**config.mk**
```make
export PLATFORM = sky130hd
export DESIGN_NAME = imem_ctrl
export DESIGN_NICKNAME = d
export VERILOG_FILES = /design/src/rtl/imem_ctrl.sv
export SDC_FILE = /design/constraint.sdc
export NUM_CORES = 1
export LEC_CHECK = 0
export CORE_MARGIN = 2
export CORE_UTILIZATION = 40
export DETAILED_ROUTE_END_ITERATION = 10
export GPL_ROUTABILITY_DRIVEN = 0
export PLACE_DENSITY = 0.61
export SYNTH_ARGS = -nofsm -noshare
export SYNTH_HDL_FRONTEND = slang
export SYNTH_SLANG_ARGS = --single-unit
```
**constraint.sdc**
```tcl
create_clock -name clk -period 9 [get_ports clk]
set_input_delay 2.7 -clock clk [delete_from_list [all_inputs] [get_ports clk]]
set_output_delay 2.7 -clock clk [all_outputs]
set_load 0.02 [all_outputs]
```
**src/rtl/imem_ctrl.sv**
```systemverilog
// Instruction memory with post-reset clear sweep, program-load port and
// a 1-cycle-latency fetch port with stall hold and fault flags.
module imem_ctrl #(
  parameter int                   DEPTH    = 32,
  parameter int                   DATA_W   = 32,
  parameter logic [DATA_W-1:0]    NOP_WORD = '0
) (
  input  logic                       clk,
  input  logic                       rst_n,
  input  logic                       prog_we,
  input  logic [$clog2(DEPTH)-1:0]   prog_addr,
  input  logic [DATA_W-1:0]          prog_data,
  input  logic                       prog_done,
  input  logic                       fetch_req,
  input  logic [31:0]                fetch_addr,
  input  logic                       stall,
  output logic                       fetch_ready,
  output logic                       instr_valid,
  output logic [DATA_W-1:0]          instr,
  output logic                       fault_misalign,
  output logic                       fault_range,
  output logic                       busy
);

  localparam int ADDR_W = $clog2(DEPTH);
  localparam logic [30:0] DEPTH_EXT = 31'(DEPTH);

  typedef enum logic [1:0] {S_CLEAR, S_LOAD, S_RUN} state_t;

  state_t              r_state;
  logic [ADDR_W-1:0]   r_clr_cnt;
  logic [DATA_W-1:0]   r_mem [DEPTH];
  logic [DATA_W-1:0]   r_instr;
  logic                r_valid;
  logic                r_mis;
  logic                r_rng;

  logic                w_accept;
  logic                w_mis;
  logic                w_rng;
  logic [29:0]         w_word;
  logic [ADDR_W-1:0]   w_raddr;
  logic                w_we;
  logic [ADDR_W-1:0]   w_waddr;
  logic [DATA_W-1:0]   w_wdata;

  assign fetch_ready    = (r_state == S_RUN) && !stall;
  assign busy           = (r_state != S_RUN);
  assign instr          = r_instr;
  assign instr_valid    = r_valid;
  assign fault_misalign = r_mis;
  assign fault_range    = r_rng;

  assign w_accept = fetch_req && fetch_ready;
  assign w_word   = fetch_addr[31:2];
  assign w_raddr  = fetch_addr[ADDR_W+1:2];
  assign w_mis    = (fetch_addr[1:0] != 2'b00);
  // Range test uses every upper address bit so aliases above DEPTH are caught.
  assign w_rng    = ({1'b0, w_word} >= DEPTH_EXT);

  // Single write port shared by the clear sweep and the program loader.
  always_comb begin
    w_we    = 1'b0;
    w_waddr = '0;
    w_wdata = '0;
    if (r_state == S_CLEAR) begin
      w_we    = 1'b1;
      w_waddr = r_clr_cnt;
      w_wdata = NOP_WORD;
    end else if (r_state == S_LOAD && prog_we) begin
      w_we    = 1'b1;
      w_waddr = prog_addr;
      w_wdata = prog_data;
    end
  end

  always_ff @(posedge clk) begin
    if (w_we) r_mem[w_waddr] <= w_wdata;
  end

  always_ff @(posedge clk or negedge rst_n) begin
    if (!rst_n) begin
      r_state   <= S_CLEAR;
      r_clr_cnt <= '0;
      r_instr   <= '0;
      r_valid   <= 1'b0;
      r_mis     <= 1'b0;
      r_rng     <= 1'b0;
    end else begin
      case (r_state)
        S_CLEAR: begin
          r_clr_cnt <= r_clr_cnt + 1'b1;
          if (r_clr_cnt == ADDR_W'(DEPTH - 1)) r_state <= S_LOAD;
        end
        S_LOAD: begin
          if (prog_done) r_state <= S_RUN;
        end
        S_RUN: begin
          if (w_accept) begin
            r_valid <= 1'b1;
            r_mis   <= w_mis;
            r_rng   <= w_rng;
            r_instr <= (w_mis || w_rng) ? NOP_WORD : r_mem[w_raddr];
          end else if (!stall) begin
            r_valid <= 1'b0;
          end
        end
        default: r_state <= S_CLEAR;
      endcase
    end
  end

endmodule

```
==> Word level (Yosys, flattened, before mapping) <==
Memories as Yosys holds them, arrays and structs flattened.
Index checks and enable logic that the tools add are counted.
{ "op_classes": {"n_addsub": 1, "n_lt_le_gt_ge": 1, "n_eq_ne": 7, "muxes": 14, "bitwise_logic": 1, "n_reduce_logical": 10} }
{ "ops": {"columns": ["cell", "count"], "rows": [
  ["$mux W32", 3],
  ["$ge A30 B6 Y1 const B", 1],
  ["$mux W5", 2],
  ["$mux W1", 6],
  ["$pmux W2 S3", 1],
  ["$add A5 B1 Y5 const B", 1],
  ["$eq A5 B5 Y1 const B", 1],
  ["$mux W2", 2],
  ["$ne A2 B1 Y1 const B", 2],
  ["$ne A2 B2 Y1 const B", 2],
  ["$reduce_and A2 Y1", 2],
  ["$logic_and A1 B1 Y1", 3],
  ["$reduce_and A3 Y1", 1],
  ["$eq A2 B1 Y1 const B", 1],
  ["$eq A2 B2 Y1 const B", 1],
  ["$logic_not A2 Y1", 1],
  ["$reduce_bool A2 Y1", 1],
  ["$logic_not A1 Y1", 1],
  ["$logic_or A1 B1 Y1", 1],
  ["$not A1 Y1", 1]
]} }
{ "totals": {"register_bits": 42, "mem_bits_rw": 1024, "input_bits": 75, "output_inout_bits": 37, "elab_cells": 41, "mem_count": 1} }
{ "mem_list": {"columns": ["memory", "words", "width", "read_ports", "rd_clocked_by_memory_dff", "wr", "line_no", "text"], "rows": [
  ["r_mem", 32, 32, 1, 0, 1, "32", "logic [DATA_W-1:0] r_mem [DEPTH];"]
]} }

==> Longest topological paths before layout <==
Gate-level depths: netlist of the first run.
{ "logic_depth": {"word_depth": 6, "depth_mapped": 9, "ltp_nobuf": 5} }

==> Worst setup path before layout of the first run <==
OpenSTA, ideal clock, no wires.
{ "synth_path": {"path_type": "input port to output port", "start": "input port stall", "end": "output port fetch_ready", "arrival_time_ns": 2.993, "required_time_ns": 6.300, "path_slack_ns": 3.307, "path_stages": 1, "path_buffers": 0, "path_cell_list": "nor2_1"} }
{ "synth_between": {"elab_chain_len": 2} }
{ "synth_lines": {"columns": ["item", "line_no", "text"], "rows": [
  ["from (decl)", "16", "input logic stall,"],
  ["$logic_not A1 Y1", null, null],
  ["$logic_and A1 B1 Y1", "47", "assign fetch_ready = (r_state == S_RUN) && !stall;"],
  ["to (decl)", "17", "output logic fetch_ready,"]
]} }
No other way between the ends.

==> Worst setup path after layout of the first run <==
Same ends and word-level chain as after synthesis.

==> impl_metrics.csv, run 1 <==
group,metric,value,unit
yosys,muxShareOfSynthArea,0.163,
timing,setup_viol,0,
grt,grt_overflow,0,
worst_setup_path,worst-path-max-fanout,3,
timing,finalHoldViolations,0,
drt,avgRoutedWirePerCell,28.7,um
timing,finalSetupTns,0,ps
yosys,avgSynthCellArea,20.6,um2
cts,cts_max_level,3,
worst_setup_path,reg2reg_depth,4,
yosys,syn-num-nets,2105,
timing,finClkSkew,27.0,ps
timing,period_share,0.743,
cts,cts.repair.resized,0,
worst_setup_path,cp_slowest_cell,"clkdlybuf4s50_1",
cts,clock_sinks,1066,
worst_setup_path,worst_setup_path_end_kind,"primary output",
yosys,synth_largest_area_cell,"edfxtp_1",
hold_path,hp-class,"flop to flop",
grt,grt_max_degree,89,
timing,fmax,0.150,GHz
yosys,synth.top_cell.area_share,0.738,
place,hpwlAfterDp,60.8,mm
yosys,synthMostInstantiatedCell,"edfxtp_1",
yosys,synth_flop_cell,"edfxtp_1",
drt,drtPass1Iterations,6,
drt,wirelength,105,mm
hold_path,whs_endpoint,"fault_misalign",
cts,cts-root-buf,"clkbuf_16",
hold_path,hold_start,"fault_misalign",
yosys,synthCells,2028,
yosys,synth_top_family_by_area,"multiplexers",
status,status,"finished, final reports clean",
worst_setup_path,worstSetupPathType,"input pin to primary output",
yosys,ys_warn_count,0,
grt,track_usage,0.198,
timing,period_minus_slack,6690,ps
power,power_density,204,nW/um2
hold_path,whs_path_depth,2,
timing,drv_slew,0,
place,dp_cells,3467,
finish,diodes,0,
die,io_pins,112,
timing,slew_headroom,0.0873,
die,start_util,0.403,
grt,antenna_found_initial,5,
worst_setup_path,cp_data_required_time,6300,ps
cts,postCtsSetupRepairBufs,0,
cts,cts_tree,"built",
yosys,yosysSeqAreaShare,0.763,
power,p_leak,12.6,nW
finish,drive_gt1_frac,0.253,
timing,worst_slew_pin_slew,1370,ps
drt,via_per_inst,5.66,
drt,ant_nets,0,
die,die_w,327,um
finish,area_delta_synth_final,15.2,%
yosys,synth_compound_area_frac,0.0221,
die,rows,118,
flow_run,drv_cap,0,
yosys,synthTopCellsByCount,"edfxtp_1, mux4_2, mux2_2",
cts,hold_buffers,0,
grt,grt_pass1_wl,152,mm
cts,clk_latency,660,ps
cts,path_clk_slew,60,ps
yosys,synthAdderAreaFrac,0.000600,
worst_setup_path,start_kind,"input pin",
worst_setup_path,critPathTopFamily,"buffers and inverters",
yosys,synth_area,41700,um2
worst_setup_path,crit_buf_inv,2,
drt,drc,0,
drt,vias,20747,
die,die_area,107000,um2
yosys,yosys.area_share.simple,0.0348,
timing,rsz0062_at_grt,"no",
worst_setup_path,r2r-end,"r_mem[15][23]",
die,core_area,103000,um2
worst_setup_path,cpMostUsedCell,"clkdlybuf4s50_1",
worst_setup_path,cpPeakStageDelay,630,ps
yosys,synthArstFlopShare,0.0394,
cts,cts_buffers,106,
yosys,synth_edf_count,1024,
worst_setup_path,reg2reg_slack,5550,ps
yosys,synthTopCellsByArea,"edfxtp_1, mux4_2, mux2_2, dfrtp_1, mux2i_1",
yosys,synth_seq_cells,1066,
worst_setup_path,r2r-start,"r_state[0]",
die,die_h,327,um
yosys,synth_cell_type_count,44,
worst_setup_path,crit_chain,"clkdlybuf4s50_1, nor2_1, clkdlybuf4s50_1",
grt,grt_pass1_vias,21277,
yosys,synth_xor_area_frac,0.000630,
cts,cts_buffer_depth,3,
power,peakVddDrop,161,uV
place,portBuffers,111,
drt,drtIter0Drc,2444,
worst_setup_path,worstPathArrival,3990,ps
finish,fin_cells,3665,
finish,nNetsFinal,2272,
## power breakdown
group / leakage (nW) / internal, W / switching (W) / total [W]
clock: 1.60 / 0.00239 / 0.00183 / 0.00422
combinational: 3.42 / 0.000103 / 0.000146 / 0.000249
sequential: 7.62 / 0.00535 / 0.000000507 / 0.00535
## metal layers
metal / share of wire / track usage / vias up / routed length [um]
li1: - / - / 8646 / -
met1: 0.42 / 0.279 / 11131 / 44200
met2: 0.48 / 0.312 / 837 / 50200
met3: 0.084 / 0.0471 / 131 / 8860
met4: 0.019 / 0.0473 / 2 / 2010
met5: 0.00012 / 0 / - / 13
## through the flow
stage | instance area, um2 | utilization | total power, W | setup slack (ps) | hold WS, ps
5_1_grt | 48000 | 0.464 | 0.0101 | 2300 | 551
2_1_floorplan | 41700 | - | 0.00561 | 3310 | 460
4_1_cts | 48000 | 0.464 | 0.00990 | 2340 | 502
6_report | 48000 | 0.464 | 0.00982 | 2310 | 493
3_3_place_gp | 44700 | 0.432 | 0.00571 | 2300 | 480
3_5_place_dp | 44700 | 0.432 | 0.00571 | 2340 | 489
## registers in the layout, summed over array words and instances, names as in the netlist
name / flops
r_clr_cnt: 5
r_state: 2
instr: 32
instr_valid: 1
r_mem: 1024
fault_misalign: 1
fault_range: 1
## worst min-delay path: cells and delay by family, from the launching register on
kind | cells | cell delay, ps
flops | 1 | 340
simple gates | 1 | 50
compound gates | 1 | 60
## cells in the final DEF, fill, tap and decap left out, types with 5 or more instances in the layout
cell type,netlist,routed
bufinv_16,0,7
clkbuf_16,0,107
inv_1,34,34
clkbuf_1,35,27
dfrtp_1,42,42
mux4_2,223,223
o21ai_1,10,10
clkdlybuf4s50_1,0,106
mux2_2,96,96
nor2_4,0,32
mux2i_1,68,68
o21ai_0,28,28
nand2_1,51,51
a21oi_1,35,35
nand3_1,69,69
nor2_1,72,40
and2_1,32,26
o211ai_1,33,33
clkinvlp_4,0,6
and2_2,0,7
edfxtp_1,1024,1024
buf_4,11,55
a221oi_1,31,31
nand2b_1,37,37
clkinv_2,0,20
nor4_2,4,5
clkinv_1,0,26
## cell type report
type / count / area [um2]
clock buffer: 134 / 2780
clock inverter: 64 / 523
fill: 8597 / 55500
inverter: 34 / 128
multi-input combinational: 820 / 9510
sequential: 1066 / 31800
tap: 1380 / 1730
timing repair buffer: 167 / 1570
## how the worst max path moves through the flow
| stage | from | endpoint | slack, ps | depth (start not counted) |
|---|---|---|---|---|
| finish | stall | fetch_ready | 2310 | 3 |
| global route | stall | fetch_ready | 2300 | 3 |
| CTS | stall | fetch_ready | 2340 | 3 |
| detailed placement | stall | fetch_ready | 2340 | 3 |
| floorplan | stall | fetch_ready | 3310 | 1 |
| global placement | stall | fetch_ready | 2300 | 3 |
## logic make-up after synthesis
logic type,count (synthesis)
AOI/OAI and AO/OA,142
xor gates and xnor gates,3
DFF,1066
adders and majority gates,2
muxes,387
buffers and inverters,142
and+or+nand+nor,286
(Power assumes the default switching activity.)
==> run 2: changes to the inputs <==
PLACE_DENSITY = 0.63   (was 0.61)
clock period = 5.7 ns   (was 9 ns; I/O delays follow)
==> impl_metrics.csv, run 2 (synthesized netlist as in run 1, its figures left out) <==
group,metric,value,unit
cts,hold_buffers,0,
drt,wirelength,104,mm
cts,cts_buffer_depth,3,
finish,nFillCells,8397,
flow_run,drv_cap,0,
grt,grt_max_degree,104,
worst_setup_path,worst_setup_path_end_kind,"primary output",
cts,clk_latency,680,ps
drt,drtIter0Drc,1946,
cts,cts_buffers,107,
worst_setup_path,critPathTopFamily,"buffers and inverters",
die,core_area,103000,um2
timing,rsz0062_at_grt,"no",
worst_setup_path,crit_chain,"clkdlybuf4s50_1, nor2_1, clkdlybuf4s50_1",
cts,cts.repair.resized,0,
status,status,"finished, final reports clean",
finish,diodes,0,
worst_setup_path,crit_buf_inv,2,
timing,slew_headroom,0.173,
die,die_w,327,um
place,portBuffers,111,
finish,area_delta_synth_final,16.6,%
finish,regMostFlops,"r_mem",
grt,antenna_found_initial,1,
timing,finClkSkew,20.7,ps
worst_setup_path,worst-path-max-fanout,3,
worst_setup_path,worstSetupPathType,"input pin to primary output",
place,hpwlAfterDp,62.0,mm
power,total_power,0.0157,W
power,power_density,322,nW/um2
timing,drv_slew,0,
die,start_util,0.403,
drt,ant_nets,0,
drt,avgRoutedWirePerCell,28.1,um
drt,via_per_inst,5.55,
finish,drive_gt1_frac,0.266,
power,peakVddDrop,221,uV
die,io_pins,112,
drt,drtPass1Iterations,5,
finish,final_cell_mix,"edfxtp_1, mux4_2, clkbuf_16, clkdlybuf4s50_1, mux2_2",
timing,setup_viol,0,
grt,grt_pass1_vias,21140,
die,die_area,107000,um2
cts,clock_sinks,1066,
worst_setup_path,cp_slowest_cell,"clkdlybuf4s50_1",
timing,finalSetupTns,0,ps
worst_setup_path,cpPeakStageDelay,610,ps
finish,largest_reg_flops,1024,
drt,vias,20548,
die,rows,118,
timing,period_minus_slack,4620,ps
grt,grt_overflow,0,
timing,worst_slew_pin_slew,1240,ps
timing,finalHoldViolations,0,
cts,path_clk_slew,60,ps
worst_setup_path,cp_data_required_time,3990,ps
cts,cts_tree,"built",
finish,nNetsFinal,2310,
timing,period_share,0.810,
finish,layout_commonest_cell,"edfxtp_1",
grt,grt_pass1_wl,150,mm
worst_setup_path,worstPathArrival,2910,ps
worst_setup_path,start_kind,"input pin",
die,die_h,327,um
worst_setup_path,cpMostUsedCell,"clkdlybuf4s50_1",
hold_path,hp-class,"flop to flop",
cts,cts_max_level,3,
cts,postCtsSetupRepairBufs,0,
timing,fmax,0.217,GHz
power,p_leak,13.0,nW
grt,track_usage,0.195,
cts,cts-root-buf,"clkbuf_16",
drt,drc,0,
run 2: changes by cell type in the layout (fill, tap and decap cells not counted), sizes merged:
cell | before | now
clkinvlp | 6 | 7
clkbuf | 134 | 137
inv | 37 | 38
bufinv | 7 | 8
clkinv | 48 | 43
buf | 61 | 98
run 2: metrics by stage:
step	hold WS (ps)	util	instances	setup slack, ps	cell area [um2]
4_1_cts	504	0.470	3703	1070	48600
5_1_grt	541	0.470	3703	1040	48600
3_3_place_gp	474	0.437	3504	871	45200
2_1_floorplan	460	-	2028	1430	41700
3_5_place_dp	489	0.437	3504	818	45200
6_report	499	0.470	3703	1080	48600
run 2: layer usage:
metal	up-vias	wire length, um	global-route usage
li1	8718	-	-
met1	10864	42600	0.262
met2	787	50800	0.317
met3	177	6790	0.0359
met4	2	3880	0.0748
met5	-	13	0
run 2: final timing paths:
check	start	to	slack (ps)	cells after the start
setup / recovery	stall	fetch_ready	1080	3
hold / removal	fault_misalign	fault_misalign	500	2
setup reg to reg	r_state[1]	r_mem[9][29]	2500	5
hold reg to reg	fault_misalign	fault_misalign	500	2
max in group asynchronous	rst_n	instr[10]	3900	2
min in group asynchronous	rst_n	instr[28]	1230	2
run 2: power by group:
part | internal (W) | leakage (nW) | switching (W)
Clock | 0.00388 | 1.65 | 0.00293
Combinational | 0.000168 | 3.67 | 0.000222
Sequential | 0.00845 | 7.62 | 0.000000904
run 2: final cells by class:
cell class,count,area [um2],area share
Timing Repair Buffer,204,2050,0.0423
Multi-Input combinational cell,820,9490,0.195
Clock buffer,137,2830,0.0583
Clock inverter,62,564,0.0116
Sequential cell,1066,31800,0.654
Inverter,34,128,0.00263
Tap cell,1380,1730,0.0355
run 2: worst reg2reg max path, cell delays in order (launching register included):
cell and delay [ps]:
dfrtp_1 490, and3b_2 670, buf_4 410, a31oi_2 470
nor2_4 230, buf_4 530
